$ cat config.mk
export PLATFORM = sky130hd
export DESIGN_NAME = sseg_scan_reader
export DESIGN_NICKNAME = d
export VERILOG_FILES = /design/src/rtl/sseg_pkg.sv /design/src/rtl/sseg_pattern_decode.sv /design/src/rtl/sseg_scan_reader.sv
export SDC_FILE = /design/constraint.sdc
export NUM_CORES = 1
export LEC_CHECK = 0
export ABC_AREA = 1
export ABC_CLOCK_PERIOD_IN_PS = 5650
export CAP_MARGIN = 15
export CORE_MARGIN = 5
export CORE_UTILIZATION = 45
export DETAILED_ROUTE_END_ITERATION = 7
export DONT_BUFFER_PORTS = 1
export PLACE_DENSITY = 0.65
export SETUP_SLACK_MARGIN = 0.5
export SLEW_MARGIN = 30
export SYNTH_ARGS = -nofsm -noshare
export SYNTH_HDL_FRONTEND = slang
export SYNTH_HIERARCHICAL = 1
export SYNTH_SLANG_ARGS = --single-unit
$ cat constraint.sdc
create_clock -name clk -period 5.65 [get_ports clk]
set_clock_uncertainty 0.2 [all_clocks]
set_input_delay 1.13 -clock clk [delete_from_list [all_inputs] [get_ports clk]]
set_output_delay 1.13 -clock clk [all_outputs]
set_load 0.01 [all_outputs]
$ cat src/rtl/sseg_pkg.sv
`default_nettype none
// ============================================================================
// Module      : sseg_pkg
// Description : Shared constants and types for the seven-segment scan reader:
//               segment patterns (abcdefg, a = bit 6, 1 = lit), capture FSM
//               states and one-hot helper functions.
// Revision    : 1.0 - initial release
// ============================================================================
package sseg_pkg;

    localparam int NUM_DIGITS = 4;

    localparam logic [6:0] SEG_0 = 7'b1111110;
    localparam logic [6:0] SEG_1 = 7'b0110000;
    localparam logic [6:0] SEG_2 = 7'b1101101;
    localparam logic [6:0] SEG_3 = 7'b1111001;
    localparam logic [6:0] SEG_4 = 7'b0110011;
    localparam logic [6:0] SEG_5 = 7'b1011011;
    localparam logic [6:0] SEG_6 = 7'b1011111;
    localparam logic [6:0] SEG_7 = 7'b1110000;
    localparam logic [6:0] SEG_8 = 7'b1111111;
    localparam logic [6:0] SEG_9 = 7'b1111011;
    localparam logic [6:0] SEG_A = 7'b1110111;
    localparam logic [6:0] SEG_B = 7'b0011111;
    localparam logic [6:0] SEG_C = 7'b1001110;
    localparam logic [6:0] SEG_D = 7'b0111101;
    localparam logic [6:0] SEG_E = 7'b1001111;
    localparam logic [6:0] SEG_F = 7'b1000111;

    // Capture FSM: wait for a one-hot enable, count a stable dwell, then hold
    // until the bus moves so a single dwell is captured only once.
    typedef enum logic [1:0] {
        CAP_IDLE   = 2'd0,
        CAP_SETTLE = 2'd1,
        CAP_HELD   = 2'd2
    } cap_state_t;

    // Exactly one bit set.
    function automatic logic is_onehot4(input logic [3:0] v);
        return (v != 4'd0) && ((v & (v - 4'd1)) == 4'd0);
    endfunction

    // Slot number of a one-hot enable; only meaningful when v is one-hot.
    function automatic logic [1:0] digit_index(input logic [3:0] v);
        logic [1:0] idx;
        idx = 2'd0;
        if (v[1]) idx = 2'd1;
        if (v[2]) idx = 2'd2;
        if (v[3]) idx = 2'd3;
        return idx;
    endfunction

endpackage
`default_nettype wire

$ cat src/rtl/sseg_pattern_decode.sv
`default_nettype none
// ============================================================================
// Module      : sseg_pattern_decode
// Description : Combinational seven-segment pattern to hex nibble decoder.
//               o_valid is low for any pattern outside the 16-glyph set,
//               including a blank digit.
// Revision    : 1.0 - initial release
// ============================================================================
module sseg_pattern_decode
    import sseg_pkg::*;
(
    input  logic [6:0] i_pattern,
    output logic [3:0] o_nibble,
    output logic       o_valid
);

    // Full lookup of the glyph table; unknown patterns decode to 0 / invalid.
    always_comb begin
        o_nibble = 4'h0;
        o_valid  = 1'b1;
        case (i_pattern)
            SEG_0:   o_nibble = 4'h0;
            SEG_1:   o_nibble = 4'h1;
            SEG_2:   o_nibble = 4'h2;
            SEG_3:   o_nibble = 4'h3;
            SEG_4:   o_nibble = 4'h4;
            SEG_5:   o_nibble = 4'h5;
            SEG_6:   o_nibble = 4'h6;
            SEG_7:   o_nibble = 4'h7;
            SEG_8:   o_nibble = 4'h8;
            SEG_9:   o_nibble = 4'h9;
            SEG_A:   o_nibble = 4'hA;
            SEG_B:   o_nibble = 4'hB;
            SEG_C:   o_nibble = 4'hC;
            SEG_D:   o_nibble = 4'hD;
            SEG_E:   o_nibble = 4'hE;
            SEG_F:   o_nibble = 4'hF;
            default: o_valid  = 1'b0;
        endcase
    end

endmodule
`default_nettype wire

$ cat src/rtl/sseg_scan_reader.sv
`default_nettype none
// ============================================================================
// Module      : sseg_scan_reader
// Description : Samples a multiplexed four-digit seven-segment bus, decodes
//               each settled digit, assembles frames and publishes a 16-bit
//               value once the same frame repeats STABLE_FRAMES times.
//               Build option SSEG_SCAN_READER_ACTIVE_LOW_EN: seg/an are
//               inverted after the synchronizer (active-low boards).
// Revision    : 1.0 - initial release
// ============================================================================
module sseg_scan_reader
    import sseg_pkg::*;
#(
    parameter int SETTLE        = 4,
    parameter int STABLE_FRAMES = 2
) (
    input  logic        clk,
    input  logic        reset,
    input  logic [6:0]  seg,
    input  logic [3:0]  an,
    output logic [15:0] value,
    output logic        valid,
    output logic        locked,
    output logic        err
);

    localparam int CW = $clog2(SETTLE + 1);
    localparam int MW = $clog2(STABLE_FRAMES + 1);

    logic [6:0]  r_seg_m, r_seg_s, r_seg_p;
    logic [3:0]  r_an_m, r_an_s, r_an_p;
    logic [6:0]  w_seg;
    logic [3:0]  w_an;
    cap_state_t  r_state;
    logic [CW-1:0] r_cnt;
    logic [CW-1:0] w_cnt_inc;
    logic        w_change, w_an_oh, w_capture;
    logic [1:0]  w_idx;
    logic [3:0]  w_nib;
    logic        w_dec_ok;

    logic [NUM_DIGITS-1:0][3:0] r_digits;
    logic [NUM_DIGITS-1:0]      r_mask;
    logic [15:0]   r_cand;
    logic [MW-1:0] r_match;
    logic [MW-1:0] w_match_inc;
    logic          r_publish;
    logic [15:0]   r_value;
    logic          r_valid, r_locked, r_err;

    // Two-flop synchronizer on the asynchronous display bus.
    always_ff @(posedge clk) begin
        if (reset) begin
            r_seg_m <= 7'd0;
            r_seg_s <= 7'd0;
            r_an_m  <= 4'd0;
            r_an_s  <= 4'd0;
        end else begin
            r_seg_m <= seg;
            r_seg_s <= r_seg_m;
            r_an_m  <= an;
            r_an_s  <= r_an_m;
        end
    end

`ifdef SSEG_SCAN_READER_ACTIVE_LOW_EN
    assign w_seg = ~r_seg_s;
    assign w_an  = ~r_an_s;
`else
    assign w_seg = r_seg_s;
    assign w_an  = r_an_s;
`endif

    assign w_change  = (w_an != r_an_p) || (w_seg != r_seg_p);
    assign w_an_oh   = is_onehot4(w_an);
    assign w_idx     = digit_index(w_an);
    assign w_cnt_inc = r_cnt + CW'(1);
    // Last settling cycle of an unchanged one-hot dwell.
    assign w_capture = (r_state == CAP_SETTLE) && !w_change && w_an_oh &&
                       (w_cnt_inc == CW'(SETTLE));

    sseg_pattern_decode u_decode (
        .i_pattern (w_seg),
        .o_nibble  (w_nib),
        .o_valid   (w_dec_ok)
    );

    // Capture FSM plus previous-cycle copy of the bus used for change detect.
    always_ff @(posedge clk) begin
        if (reset) begin
            r_state <= CAP_IDLE;
            r_cnt   <= '0;
            r_seg_p <= 7'd0;
            r_an_p  <= 4'd0;
        end else begin
            r_seg_p <= w_seg;
            r_an_p  <= w_an;
            case (r_state)
                CAP_IDLE: begin
                    if (w_an_oh) begin
                        r_state <= CAP_SETTLE;
                        r_cnt   <= CW'(1);
                    end
                end
                CAP_SETTLE: begin
                    if (w_change || !w_an_oh) begin
                        r_state <= CAP_IDLE;
                    end else begin
                        r_cnt <= w_cnt_inc;
                        if (w_capture) r_state <= CAP_HELD;
                    end
                end
                CAP_HELD: begin
                    if (w_change) r_state <= CAP_IDLE;
                end
                default: r_state <= CAP_IDLE;
            endcase
        end
    end

    assign w_match_inc = r_match + MW'(1);

    // Frame assembly, repeat counting and publication. The capture branch is
    // last so an invalid glyph overrides anything else in the same cycle.
    always_ff @(posedge clk) begin
        if (reset) begin
            r_digits  <= '0;
            r_mask    <= '0;
            r_cand    <= 16'h0000;
            r_match   <= '0;
            r_publish <= 1'b0;
            r_value   <= 16'h0000;
            r_valid   <= 1'b0;
            r_locked  <= 1'b0;
            r_err     <= 1'b0;
        end else begin
            r_valid   <= 1'b0;
            r_err     <= 1'b0;
            r_publish <= 1'b0;

            if (r_publish) begin
                r_value  <= r_cand;
                r_valid  <= 1'b1;
                r_locked <= 1'b1;
            end

            if (r_mask == {NUM_DIGITS{1'b1}}) begin
                r_mask <= '0;
                if (r_digits == r_cand) begin
                    if (r_match != MW'(STABLE_FRAMES)) begin
                        r_match   <= w_match_inc;
                        r_publish <= (w_match_inc == MW'(STABLE_FRAMES));
                    end
                end else begin
                    r_cand    <= r_digits;
                    r_match   <= MW'(1);
                    r_locked  <= 1'b0;
                    r_publish <= (MW'(1) == MW'(STABLE_FRAMES));
                end
            end

            if (w_capture) begin
                if (w_dec_ok) begin
                    r_digits[w_idx] <= w_nib;
                    r_mask[w_idx]   <= 1'b1;
                end else begin
                    r_err     <= 1'b1;
                    r_mask    <= '0;
                    r_match   <= '0;
                    r_locked  <= 1'b0;
                    r_publish <= 1'b0;
                end
            end
        end
    end

    assign value  = r_value;
    assign valid  = r_valid;
    assign locked = r_locked;
    assign err    = r_err;

endmodule
`default_nettype wire

==> qor.csv, run 1 <==
metric;value;unit
Leak;1.973;nW
drt first-iter violations;115;
Post-Syn Area;4182;µm²
most frequent cells in the layout;nor2_1, dfxtp_1, nand2_1;
Site Rows;35;
Clock Latency Late Sink;360;ps
setup violators final;0;
Critical Path Slowest Stage Cell;nand2_1;
Ys Warns;6;
Critical Path Max Stage Delay;460;ps
via/cell ratio;4.794;
EDFF count, synth;0;
clock slew seen by the registers of the worst setup and hold paths;90;ps
ANT nets after route;0;
Layout Nets;599;
period utilisation layout;0.4675;
Core Area;9153;µm²
DRC;0;
Hold Fails Final Rpt;0;
top_reg_cell synth;dfxtp_1;
outcome;finished clean;
final WL;7751;µm
most common cell after layout, fill and taps aside;nor2_1;
Top delay family on crit path;simple AND/OR/NAND/NOR gates;
Area growth syn-to-layout;5.775;%
first-pass GRT wire length;13540;µm
Post-CTS Hold Buffers;0;
Worst Slack Setup Final;3008;ps
routability cong.;0.8362;
Syn Area/Cell;7.099;µm²
CTS tree;built;
crit-path cells;nand2_1 -> inv_1 -> nand2_1 -> nor2_1 -> nor2_1 -> nand2_1 -> nor2_1 -> nand2_1 -> nand4_1 -> nor2_1 -> nor2_1 -> nor2_1;
Max H-tree Level;3;
kind of critical path;flip-flop to flip-flop;
clock root buffer;clkbuf_8;
die area;11320;µm²
Hold Crit Start;r_an_m[1]$_SDFF_PP0_;
reg-to-reg startpoint;r_seg_s[0]$_SDFF_PP0_;
number of CTS-inserted buffers;9;
Setup crit end kind;flip-flop;
starting density of the core;0.4569;
Worst VDD drop;0.0001920;V
register area share after synthesis;0.4596;
Pwr Density;270.6;nW/µm²
Die W;106.4;µm
share of cells above drive strength 1;0.06474;
Arrival @ worst endpoint;2740;ps
asr flop ratio synth;0;
FF+latch count, synth;96;
All-Layer GR Usage;0.1464;
vias in the first global route;3057;
Overflow after GRT;0;
TNS Setup;0;ps
DP Worst Slack;3107;ps
Post-Syn Nets;606;
initial antenna violation count;0;
number of buffers added for setup after CTS;0;
Max Slew Vio Count;0;
Resize count post-CTS;0;
DP HPWL;5676;µm
Worst Setup SP;r_seg_s[0]$_SDFF_PP0_;
WP data required;5750;ps
Max FO, Critical Path;22;
clock tree sinks;96;
Setup crit start kind;flip-flop;
CTS max path bufs;2;
hold crit path type;flip-flop to flip-flop;
WP buf/inv;1;
cells after synthesis;589;
max_cap viols;0;
maximum clock rate;0.3786;GHz
min Tclk post-route;2642;ps
hold_ws;203.9;ps
drt pass-1 iters;4;
Die Y;106.4;µm
# port buffers;0;
drt wl/cell;11.10;µm
Slew Limit Headroom;0.5857;
Netlist cell types;32;
largest net degree at the start of global routing;52;
Worst Tran Pin Value;620.0;ps
setup repair after global routing missed its margin;no;
I/O Pins;32;
cell mode on critical path;nor2_1;
Antenna Cells;0;
detailed-route via count;3346;
## synth_stat cells (2+ instances only)
master | n | area (µm²)
clkbuf_1 | 10 | 37.54
nand4_1 | 22 | 137.6
nand3_1 | 20 | 100.1
nor2_1 | 178 | 668.1
nand2_1 | 89 | 334.1
xnor2_1 | 18 | 157.7
ha_1 | 4 | 50.05
a21oi_1 | 8 | 40.04
nor2_4 | 2 | 22.52
inv_2 | 5 | 18.77
dfxtp_1 | 96 | 1922
buf_6 | 3 | 33.78
nor2_2 | 2 | 12.51
buf_2 | 2 | 10.01
nor3_1 | 3 | 15.01
inv_1 | 65 | 244.0
xor2_1 | 4 | 35.03
nand2_2 | 6 | 37.54
nand2_4 | 2 | 22.52
o21ai_0 | 36 | 180.2
buf_1 | 3 | 11.26
## final timing paths
| path | cells after the start | end | slack (ps) |
|---|---|---|---|
| worst max-delay path | 12 | r_digits[10]$_SDFFE_PP0P_ | 3010 |
| worst min-delay path | 2 | r_an_s[1]$_SDFF_PP0_ | 200 |
| worst max register to register | 12 | r_digits[10]$_SDFFE_PP0P_ | 3010 |
| worst min register to register | 2 | r_an_s[1]$_SDFF_PP0_ | 200 |
## registers in the layout (all words and copies together) (netlist names), 3 cells and up
signal	flops
r_an_s	4
r_an_m	4
r_cand	16
value	16
r_seg_p	7
r_seg_s	7
r_an_p	4
r_seg_m	7
r_digits	16
r_mask	4
r_cnt	3
## layout make-up
type / instances / area, µm²
Sequential cell: 96 / 1922
Timing Repair Buffer: 1 / 7.507
Clock inverter: 6 / 57.56
Clock buffer: 10 / 137.6
Fill cell: 939 / 4730
Multi-Input combinational cell: 403 / 1893
Inverter: 71 / 266.5
Tap cell: 111 / 138.9
## power breakdown
group          total [W]  switching, W  internal (W)
combinational  0.0000638     0.0000410     0.0000228
clock           0.000433      0.000250      0.000183
sequential      0.000700     0.0000106      0.000689
## cells by family (layout without fill, tap and decap cells)
logic type	count (synthesis)	in the layout	synth area share
AO/OA/AOI/OAI	46	46	0.05655
XOR/XNOR	22	22	0.04608
flip-flops	96	96	0.4596
buffers and inverters	90	88	0.08767
AND/OR/NAND/NOR	331	331	0.3381
adder cells (fa/ha/maj)	4	4	0.01197
## per-layer routing
| metal | global-route usage | routed length, µm |
|---|---|---|
| met4 | 0.04995 | 116 |
| met1 | 0.1742 | 3682 |
| met2 | 0.2538 | 3653 |
| met3 | 0.03947 | 298 |
| met5 | 0 | 0 |
## through the flow
stage	utilization	area (µm²)	cells	power, W
after floorplan	-	4182	589	0.0007705
after global placement	0.4619	4228	682	0.0007776
after detailed placement	0.4619	4228	682	0.0007799
after CTS	0.4833	4423	698	0.001219
after global routing	0.4833	4423	698	0.001259
final	0.4833	4423	698	0.001197
## worst min-delay path, cell delays in order (launching register included)
cell,delay [ps]
dfxtp_1,300
inv_1,40
nor2_1,30
Power figures use the tool's default switching activity.
==> run 2, diff against run 1 <==
--- a/config.mk
+++ b/config.mk
@@ -6,13 +6,13 @@
 export NUM_CORES = 1
 export LEC_CHECK = 0
 export ABC_AREA = 1
-export ABC_CLOCK_PERIOD_IN_PS = 5650
+export ABC_CLOCK_PERIOD_IN_PS = 2160
 export CAP_MARGIN = 15
 export CORE_MARGIN = 5
 export CORE_UTILIZATION = 45
 export DETAILED_ROUTE_END_ITERATION = 7
 export DONT_BUFFER_PORTS = 1
-export PLACE_DENSITY = 0.65
+export PLACE_DENSITY = 0.67
 export SETUP_SLACK_MARGIN = 0.5
 export SLEW_MARGIN = 30
 export SYNTH_ARGS = -nofsm -noshare
==> constraint.sdc (replaced) <==
create_clock -name clk -period 2.16 [get_ports clk]
set_clock_uncertainty 0.2 [all_clocks]
set_input_delay 0.432 -clock clk [delete_from_list [all_inputs] [get_ports clk]]
set_output_delay 0.432 -clock clk [all_outputs]
set_load 0.01 [all_outputs]
==> run 2 against run 1 <==
Net effect: die area unchanged; flip-flop and latch count unchanged; routed wire length increased by 20%; design area rose by 18%; final cell count is 6.0% higher; sequential share of layout area decreased by 5.9 points; first-iteration DRC count rose by 76%; register-to-register slack got worse by 2900 ps; global-route usage is 1.3 points higher; combinational power rose to 3.8 times the previous value.
==> qor.csv, run 2 (synthesis gave the netlist of run 1 again) <==
metric;value;unit;change
maximum clock rate;0.4938;GHz;was 0.3786 GHz
Critical Path Max Stage Delay;400;ps;was 460 ps
Site Rows;35;;unchanged
starting density of the core;0.4569;;unchanged
drt pass-1 iters;4;;unchanged
Top delay family on crit path;simple AND/OR/NAND/NOR gates;;unchanged
via/cell ratio;4.936;;was 4.794
R2R Path End;r_digits[2]$_SDFFE_PP0P_;;was r_digits[10]$_SDFFE_PP0P_
CTS tree;built;;unchanged
WP data required;2220;ps;was 5750 ps
Area growth syn-to-layout;24.78;%;was 5.775%
routability cong.;0.9302;;was 0.8362
reg-to-reg startpoint;r_seg_s[6]$_SDFF_PP0_;;was r_seg_s[0]$_SDFF_PP0_
Antenna Cells;0;;unchanged
Slew Limit Headroom;0.6421;;was 0.5857
Critical Path Slowest Stage Cell;dfxtp_4;;was nand2_1
number of CTS-inserted buffers;9;;unchanged
Arrival @ worst endpoint;2080;ps;was 2740 ps
vias in the first global route;3429;;was 3057
Max FO, Critical Path;10;;was 22
max_cap viols;0;;unchanged
Setup crit start kind;flip-flop;;unchanged
clock slew seen by the registers of the worst setup and hold paths;100;ps;was 90 ps
drt first-iter violations;202;;was 115
Worst VDD drop;0.0003596;V;was 0.0001920 V
Worst Tran Pin Value;534.8;ps;was 620.0 ps
most common cell after layout, fill and taps aside;nor2_1;;unchanged
die area;11320;µm²;unchanged
depth of the most critical reg-to-reg path;9;;was 12
Worst Slack Setup Final;134.7;ps;was 3008 ps
min Tclk post-route;2025;ps;was 2642 ps
share of cells above drive strength 1;0.2417;;was 0.06474
outcome;finished clean;;unchanged
first-pass GRT wire length;14920;µm;was 13540 µm
hold worst-path end;err$_SDFF_PP0_;;was r_an_s[1]$_SDFF_PP0_
DP Worst Slack;119.3;ps;was 3107 ps
initial antenna violation count;0;;unchanged
drt wl/cell;12.60;µm;was 11.10 µm
detailed-route via count;3653;;was 3346
Setup crit end kind;flip-flop;;unchanged
r2r setup slk;130;ps;was 3010 ps
dpl cells;687;;was 682
kind of critical path;flip-flop to flip-flop;;unchanged
period utilisation layout;0.9376;;was 0.4675
Clock Latency Late Sink;360;ps;about the same
I/O Pins;32;;unchanged
clock tree sinks;96;;unchanged
Pwr Density;624.9;nW/µm²;was 270.6 nW/µm²
Core Area;9153;µm²;unchanged
worst hold path cell count;2;;unchanged
WP buf/inv;1;;unchanged
ANT nets after route;0;;unchanged
hold_ws;141.9;ps;was 203.9 ps
clock root buffer;clkbuf_8;;unchanged
DRC;0;;unchanged
Die W;106.4;µm;unchanged
final WL;9325;µm;was 7751 µm
most frequent cells in the layout;nor2_1, dfxtp_1, nand2_1;;unchanged
Max H-tree Level;3;;unchanged
area occupied by multi-input gates;2202;µm²;was 1893 µm²
hold crit path type;primary input to flip-flop;;was flip-flop to flip-flop
FF/Latch Area;1957;µm²;was 1922 µm²
Die Y;106.4;µm;unchanged
setup violators final;0;;unchanged
setup repair after global routing missed its margin;yes;;was no
final core utilization;0.5701;;was 0.4833
CTS max path bufs;2;;unchanged
TNS Setup;0;ps;unchanged
Hold Crit Start;reset;;was r_an_m[1]$_SDFF_PP0_
Layout Nets;641;;was 599
crit-path cells;xnor2_1 -> nand3_4 -> nor2_4 -> nand3_4 -> nor2_4 -> clkbuf_16 -> nand4_1 -> nand2_1 -> nor2_1;;was nand2_1 -> inv_1 -> nand2_1 -> nor2_1 -> nor2_1 -> nand2_1 -> nor2_1 -> nand2_1 -> nand4_1 -> nor2_1 -> nor2_1 -> nor2_1
# port buffers;0;;unchanged
Filler cells;824;;was 939
Leak;2.270;nW;was 1.973 nW
Overflow after GRT;0;;unchanged
Hold Fails Final Rpt;0;;unchanged
Max Slew Vio Count;0;;unchanged
largest net degree at the start of global routing;52;;unchanged
Final Non-Filler Cells;740;;was 698
DP HPWL;5597;µm;was 5676 µm
All-Layer GR Usage;0.1589;;was 0.1464
-- run 2: changes by cell type in the layout (fill, tap and decap cells not counted), sizes merged --
cell | before | now
inv | 74 | 76
dlygate4sd3 | 0 | 11
clkinv | 3 | 2
clkbuf | 10 | 12
buf | 1 | 29
-- run 2: what timing repair did --
item | in CTS | in global routing
hold buffers | 12 | 0
gates resized for setup | 39 | 77
endpoints found under the setup margin | 46 | 46
setup buffers | 8 | 14
pin swaps | 15 | 27
gates cloned | 1 | 2
endpoints found under the hold margin | 38 | 0
-- run 2: cell type report --
cell class	count	area share
Tap cell	111	0.02662
Timing Repair Buffer	42	0.08153
Clock inverter	6	0.01007
Timing Repair inverter	1	0.001199
Inverter	71	0.05492
Multi-Input combinational cell	403	0.4221
Sequential cell	96	0.3751
Clock buffer	10	0.02854
-- run 2: report_power, final --
group | total, W | switching (W) | internal [W]
clock network | 0.00119 | 0.000674 | 0.000512
logic | 0.000243 | 0.000147 | 0.0000959
registers | 0.00183 | 0.0000334 | 0.00180
-- run 2: per-stage QoR --
stage	total power, W	area [µm²]
6_report	0.003260	5218
5_1_grt	0.003403	5218
4_1_cts	0.003252	4828
3_5_place_dp	0.002039	4309
3_3_place_gp	0.002034	4309
2_1_floorplan	0.002016	4227
-- run 2: how the worst max path moves through the flow --
stage                                from                   endpoint  slack [ps]  cells after the start
global placement     r_an_s[3]$_SDFF_PP0_   r_digits[3]$_SDFFE_PP0P_         140                     12
finish              r_seg_s[6]$_SDFF_PP0_   r_digits[2]$_SDFFE_PP0P_         130                      9
CTS                 r_seg_s[5]$_SDFF_PP0_   r_digits[4]$_SDFFE_PP0P_         300                     11
detailed placement   r_an_s[3]$_SDFF_PP0_  r_digits[15]$_SDFFE_PP0P_         120                     12
floorplan           r_seg_s[0]$_SDFF_PP0_   r_digits[0]$_SDFFE_PP0P_         440                     12
global route        r_seg_s[6]$_SDFF_PP0_   r_digits[6]$_SDFFE_PP0P_          20                      9
-- run 2: layer usage --
layer / share of wire / vias up / wire (µm) / GRT usage
li1: - / 1890 / - / -
met1: 0.43 / 1673 / 4026 / 0.1824
met2: 0.51 / 74 / 4712 / 0.2882
met3: 0.040 / 16 / 372 / 0.03643
met4: 0.023 / 0 / 214 / 0.05458
met5: 0 / - / 0 / 0
==> RTL edit 1: new RTL, config.mk and constraints of run 2 <==
Register the inputs `seg` and `an` before use. The logic sees them one clock later. Comments in the files are not updated.
--- a/src/rtl/sseg_scan_reader.sv
+++ b/src/rtl/sseg_scan_reader.sv
@@ -26,6 +26,14 @@
 
     localparam int CW = $clog2(SETTLE + 1);
     localparam int MW = $clog2(STABLE_FRAMES + 1);
+
+    logic [6:0] seg_q;
+    logic [3:0] an_q;
+
+    always_ff @(posedge clk) begin
+        seg_q <= seg;
+        an_q  <= an;
+    end
 
     logic [6:0]  r_seg_m, r_seg_s, r_seg_p;
     logic [3:0]  r_an_m, r_an_s, r_an_p;
@@ -56,9 +64,9 @@
             r_an_m  <= 4'd0;
             r_an_s  <= 4'd0;
         end else begin
-            r_seg_m <= seg;
+            r_seg_m <= seg_q;
             r_seg_s <= r_seg_m;
-            r_an_m  <= an;
+            r_an_m  <= an_q;
             r_an_s  <= r_an_m;
         end
     end
Behaviour: not the same (Yosys sat finds a counterexample within 10 cycles, from zero or initial values and one cycle with reset high).
==> RTL edit 1 against run 2 <==
Via count up 8.7%; non-clock buffer count increased by 14; setup slack gained 0.015 ns; total power is 7.3% higher; area after synthesis rose by 5.6%; routed wire length is 15% higher; hold slack got worse by 0.019 ns; sequential cell count grew 11; fmax grew 0.73%; first-iteration DRC count up 79%; count of clock-buffer cells in the layout rose by 2; design area increased by 11%; critical endpoint is now r_digits[7].
==> RTL edit 1: results (changes against run 2) <==
| Metric | Value |
|---|---|
| Via count | 3969 (+8.7%) |
| Count of nets after finishing | 670 (+4.5%) |
| DP Wirelength | 6140 um (+9.6%) |
| Vias in the first global route | 3531 (+3.0%) |
| Area share of xor/xnor cells in the synthesized design | 4.17% (-0.44 points) |
| WL met2 | 5390 um (+14%) |
| Crit path max fanout | 6 (-4) |
| Distinct cells, synth | 31 (-3.1%) |
| Register area | 2190 um^2 (+12%) |
| Status | completed |
| LEAKAGE | 0.00250 uW (+10%) |
| Multi-input gates | 405 (+0.50%) |
| Clock buf/inv share | 3.19% (-0.67 points) |
| DRT met1 WL | 4670 um (+16%) |
| WL met3 | 476 um (+28%) |
| Pint | 2630 uW (+9.5%) |
| Commonest cells post-synth | nor2_1, dfxtp_1, nand2_1 |
| First-pass GRT wire length | 16500 um (+10%) |
| Adder-Cell Fraction of Synth Area | 1.13% (-0.063 points) |
| Fraction of layout cells with a size suffix above 1 | 30.3% (+6.1 points) |
| Clock buffers | 12 (+2) |
| Max VDD drop | 0.000431 V (+20%) |
| Buffering overhead | 9.98% (+1.8 points) |
| Non-filler instance count after layout | 790 (+6.8%) |
| Yosys reg bits | 107 (+11%) |
==> RTL edit 1: changes by cell type after synthesis, moves of 3 or more <==
cell and delta:
inv_1 +3, nand2_1 +4, a21oi_2 +3, dfxtp_1 +11
==> RTL edit 1: repair_timing <==
action                                  in CTS  in global routing
hold buffers                                12                  0
setup buffers                               21                 15
gates cloned                                 4                  0
pin swaps                                   27                 46
endpoints found under the setup margin      46                 46
hold endpoints to repair                    49                  0
resized for setup                           94                 89
==> RTL edit 1: metrics by stage <==
| step | worst slack, ns | utilization [%] | instance area, um^2 | power [uW] | hold slack, ns |
|---|---|---|---|---|---|
| floorplan | 0.444 | - | 4460 | 2240 | 0.179 |
| global placement | 0.152 | 47.2 | 4570 | 2260 | 0.185 |
| detailed placement | 0.0286 | 47.2 | 4570 | 2270 | 0.186 |
| CTS | 0.317 | 55.4 | 5370 | 3490 | 0.119 |
| global route | 0.0666 | 59.9 | 5800 | 3650 | 0.120 |
| finish | 0.149 | 59.9 | 5800 | 3500 | 0.123 |
==> RTL edit 1: path summary, 6_finish.rpt <==
path / from / to / slack [ns] / cells past startpoint
worst min-delay path: reset / r_an_s[1] / 0.12 / 2
worst max register to register: r_seg_s[6] / r_digits[7] / 0.15 / 10
worst min register to register: r_an_m[1] / r_an_s[1] / 0.20 / 2
worst max-delay path: r_seg_s[6] / r_digits[7] / 0.15 / 10
==> RTL edit 1: per-layer routing <==
layer / vias to the layer above / global-route usage (%)
met5: - / 0
met4: 0 / 6.40
met3: 23 / 4.09
met2: 116 / 29.0
met1: 1858 / 22.3
li1: 1972 / -
==> RTL edit 1: logic make-up (layout without fill, tap and decap cells) <==
group,after synthesis,count (layout)
xor+xnor,21,21
buf+inv,92,145
fa+ha+maj,4,4
compound gates,47,47
simple gates,332,333
flops,107,107
==> RTL edit 2: new RTL, config.mk and constraints of run 2 <==
Made on the original files. The option `SSEG_SCAN_READER_ACTIVE_LOW_EN` is turned on by a define.
--- a/src/rtl/sseg_scan_reader.sv
+++ b/src/rtl/sseg_scan_reader.sv
@@ -8,6 +8,8 @@
 //               inverted after the synchronizer (active-low boards).
 // Revision    : 1.0 - initial release
 // ============================================================================
+`define SSEG_SCAN_READER_ACTIVE_LOW_EN
+
 module sseg_scan_reader
     import sseg_pkg::*;
 #(
Check against the original RTL: not equivalent (Yosys sat finds a counterexample within 10 cycles, from zero or initial values and one cycle with reset high).
==> RTL edit 2 against run 2 <==
Utilization rose by 2.7 points; routed wire length rose by 0.44%; sequential cell count did not move; sequential share of layout area fell by 1.1 points; die area fell by 1.3%; fmax rose by 5.6%; design area rose by 3.7%; total power rose by 0.25%; count of clock-buffer cells in the layout did not move; hold slack got worse by 0.090 ns; setup slack improved by 0.11 ns; area after synthesis fell by 1.4%; largest cell class unchanged.
==> RTL edit 2: results (changes against run 2) <==
| Metric | Value |
|---|---|
| Final antenna-violating net count | 0 (unchanged) |
| Iter 0 DRT Violations | 155 (-23%) |
| Worst-case reg-to-reg path depth | 12 (+3) |
| Max VDD drop | 0.000538 V (+50%) |
| Count of nets after finishing | 647 (+0.94%) |
| Hold path endpoint | r_match[1] |
| Routed WL per cell | 12.6 um (-0.37%) |
| Syn Nets | 599 (-1.2%) |
| WL met2 | 4790 um (+1.6%) |
| Compound-Gate Fraction of Synth Area | 6.31% (+0.66 points) |
| Ys flop type | dfxtp_1 |
| Pre-antenna DRT Iters | 5 (+1) |
| Reg2reg start | r_an_s[2] |
| R2r setup slk | 0.24 ns (+0.11 ns) |
| Fraction of layout cells with a size suffix above 1 | 29.6% (+5.4 points) |
| Slew @ Worst Pin | 0.486 ns (-0.0485 ns) |
| M3 GR Usage | 4.41% (+0.77 points) |
| Synth area leaders | dfxtp_1, nor2_1, nand2_1 |
| Met2 GRT Util | 29.1% (+0.32 points) |
| FILL cells | 772 (-6.3%) |
| Area share of xor/xnor cells in the synthesized design | 3.61% (-1.0 points) |
| Met1 Resource Use GR | 18.4% (+0.16 points) |
| DRT met1 WL | 3930 um (-2.5%) |
| Crit path max fanout | 6 (-4) |
| Status | completed |
| Global placement routability congestion | 0.823 (-12%) |
| Hold depth | 3 (+1) |
| First-pass GRT wire length | 15000 um (+0.19%) |
| Worst reg2reg path endpoint | r_digits[14] |
| Distinct cells, synth | 26 (-19%) |
| WL met3 | 450 um (+21%) |
| Commonest cells post-synth | nor2_1, dfxtp_1, nand2_1 |
| Sequential share of the synthesized area | 46.6% (+0.66 points) |
| Comb pwr share | 9.2% (+1.8 points) |
| Sw frac | 26.6% (+0.36 points) |
| Seq pwr | 1820 uW |
| Vias in the first global route | 3295 (-3.9%) |
| LEAKAGE | 0.00254 uW (+12%) |
| Mean number of vias per cell | 4.88 (-1.1%) |
| DP Wirelength | 5400 um (-3.5%) |
| CP Data Arrival Time | 2.02 ns (-0.06 ns) |
| Ant diodes | 0 (unchanged) |
| Hold_ws | 0.0521 ns (-0.0898 ns) |
| Adder-Cell Fraction of Synth Area | 1.21% (+0.017 points) |
| Largest net degree at the start of global routing | 50 (-3.8%) |
| GRT Total Usage | 16.3% (+0.41 points) |
[RTL edit 2: critical path: stages (launching register included)]
cell and delay, ns:
dfxtp_4 0.38, nand2_2 0.07, inv_2 0.03, nor2_2 0.10, nand2_1 0.07, nor2_2 0.14, nand3_2 0.15, nor2_8 0.16
buf_12 0.14, nand4_4 0.15, nand2_1 0.11, nand2_1 0.05, nor2_1 0.11
[RTL edit 2: kinds of logic (layout without fill, tap and decap cells)]
logic type | after synthesis | after routing
compound gates | 48 | 48
xor+xnor | 17 | 17
fa+ha+maj | 4 | 4
buf+inv | 96 | 145
flops | 96 | 96
simple gates | 321 | 325
[RTL edit 2: repair_timing]
item	in CTS	in global routing
hold buffers	12	0
hold endpoints to repair	38	0
setup buffers	21	10
pin swaps	18	35
endpoints found under the setup margin	46	46
gates cloned	3	2
resized for setup	60	96
[RTL edit 2: how the worst max path moves through the flow]
stage                     startpoint            to
after floorplan           r_seg_s[2]     r_mask[0]
after global placement    r_seg_s[3]  r_digits[12]
after detailed placement  r_seg_s[3]   r_digits[5]
after CTS                 r_seg_s[3]  r_digits[14]
after global routing      r_seg_s[5]   r_digits[1]
final                      r_an_s[2]  r_digits[14]
[RTL edit 2: through the flow]
step	std cells	instance area, um^2	total power [uW]	setup slack (ns)	util (%)
detailed placement	682	4280	2040	0.206	47.3
global route	746	5410	3410	0.109	59.7
global placement	682	4280	2030	0.252	47.3
floorplan	582	4160	2000	0.436	-
finish	746	5410	3270	0.242	59.7
CTS	734	5000	3230	0.245	55.2
[RTL edit 2: final cells by class]
class                      instances  area [um^2]  area share, %
clock buffer                      10          138           2.54
clock inverter                     6         55.1           1.02
inverter                          80          344           6.36
multi-input combinational        394         2250           41.6
sequential                        96         1970           36.5
tap                              111          139           2.57
timing repair buffer              49          514           9.50
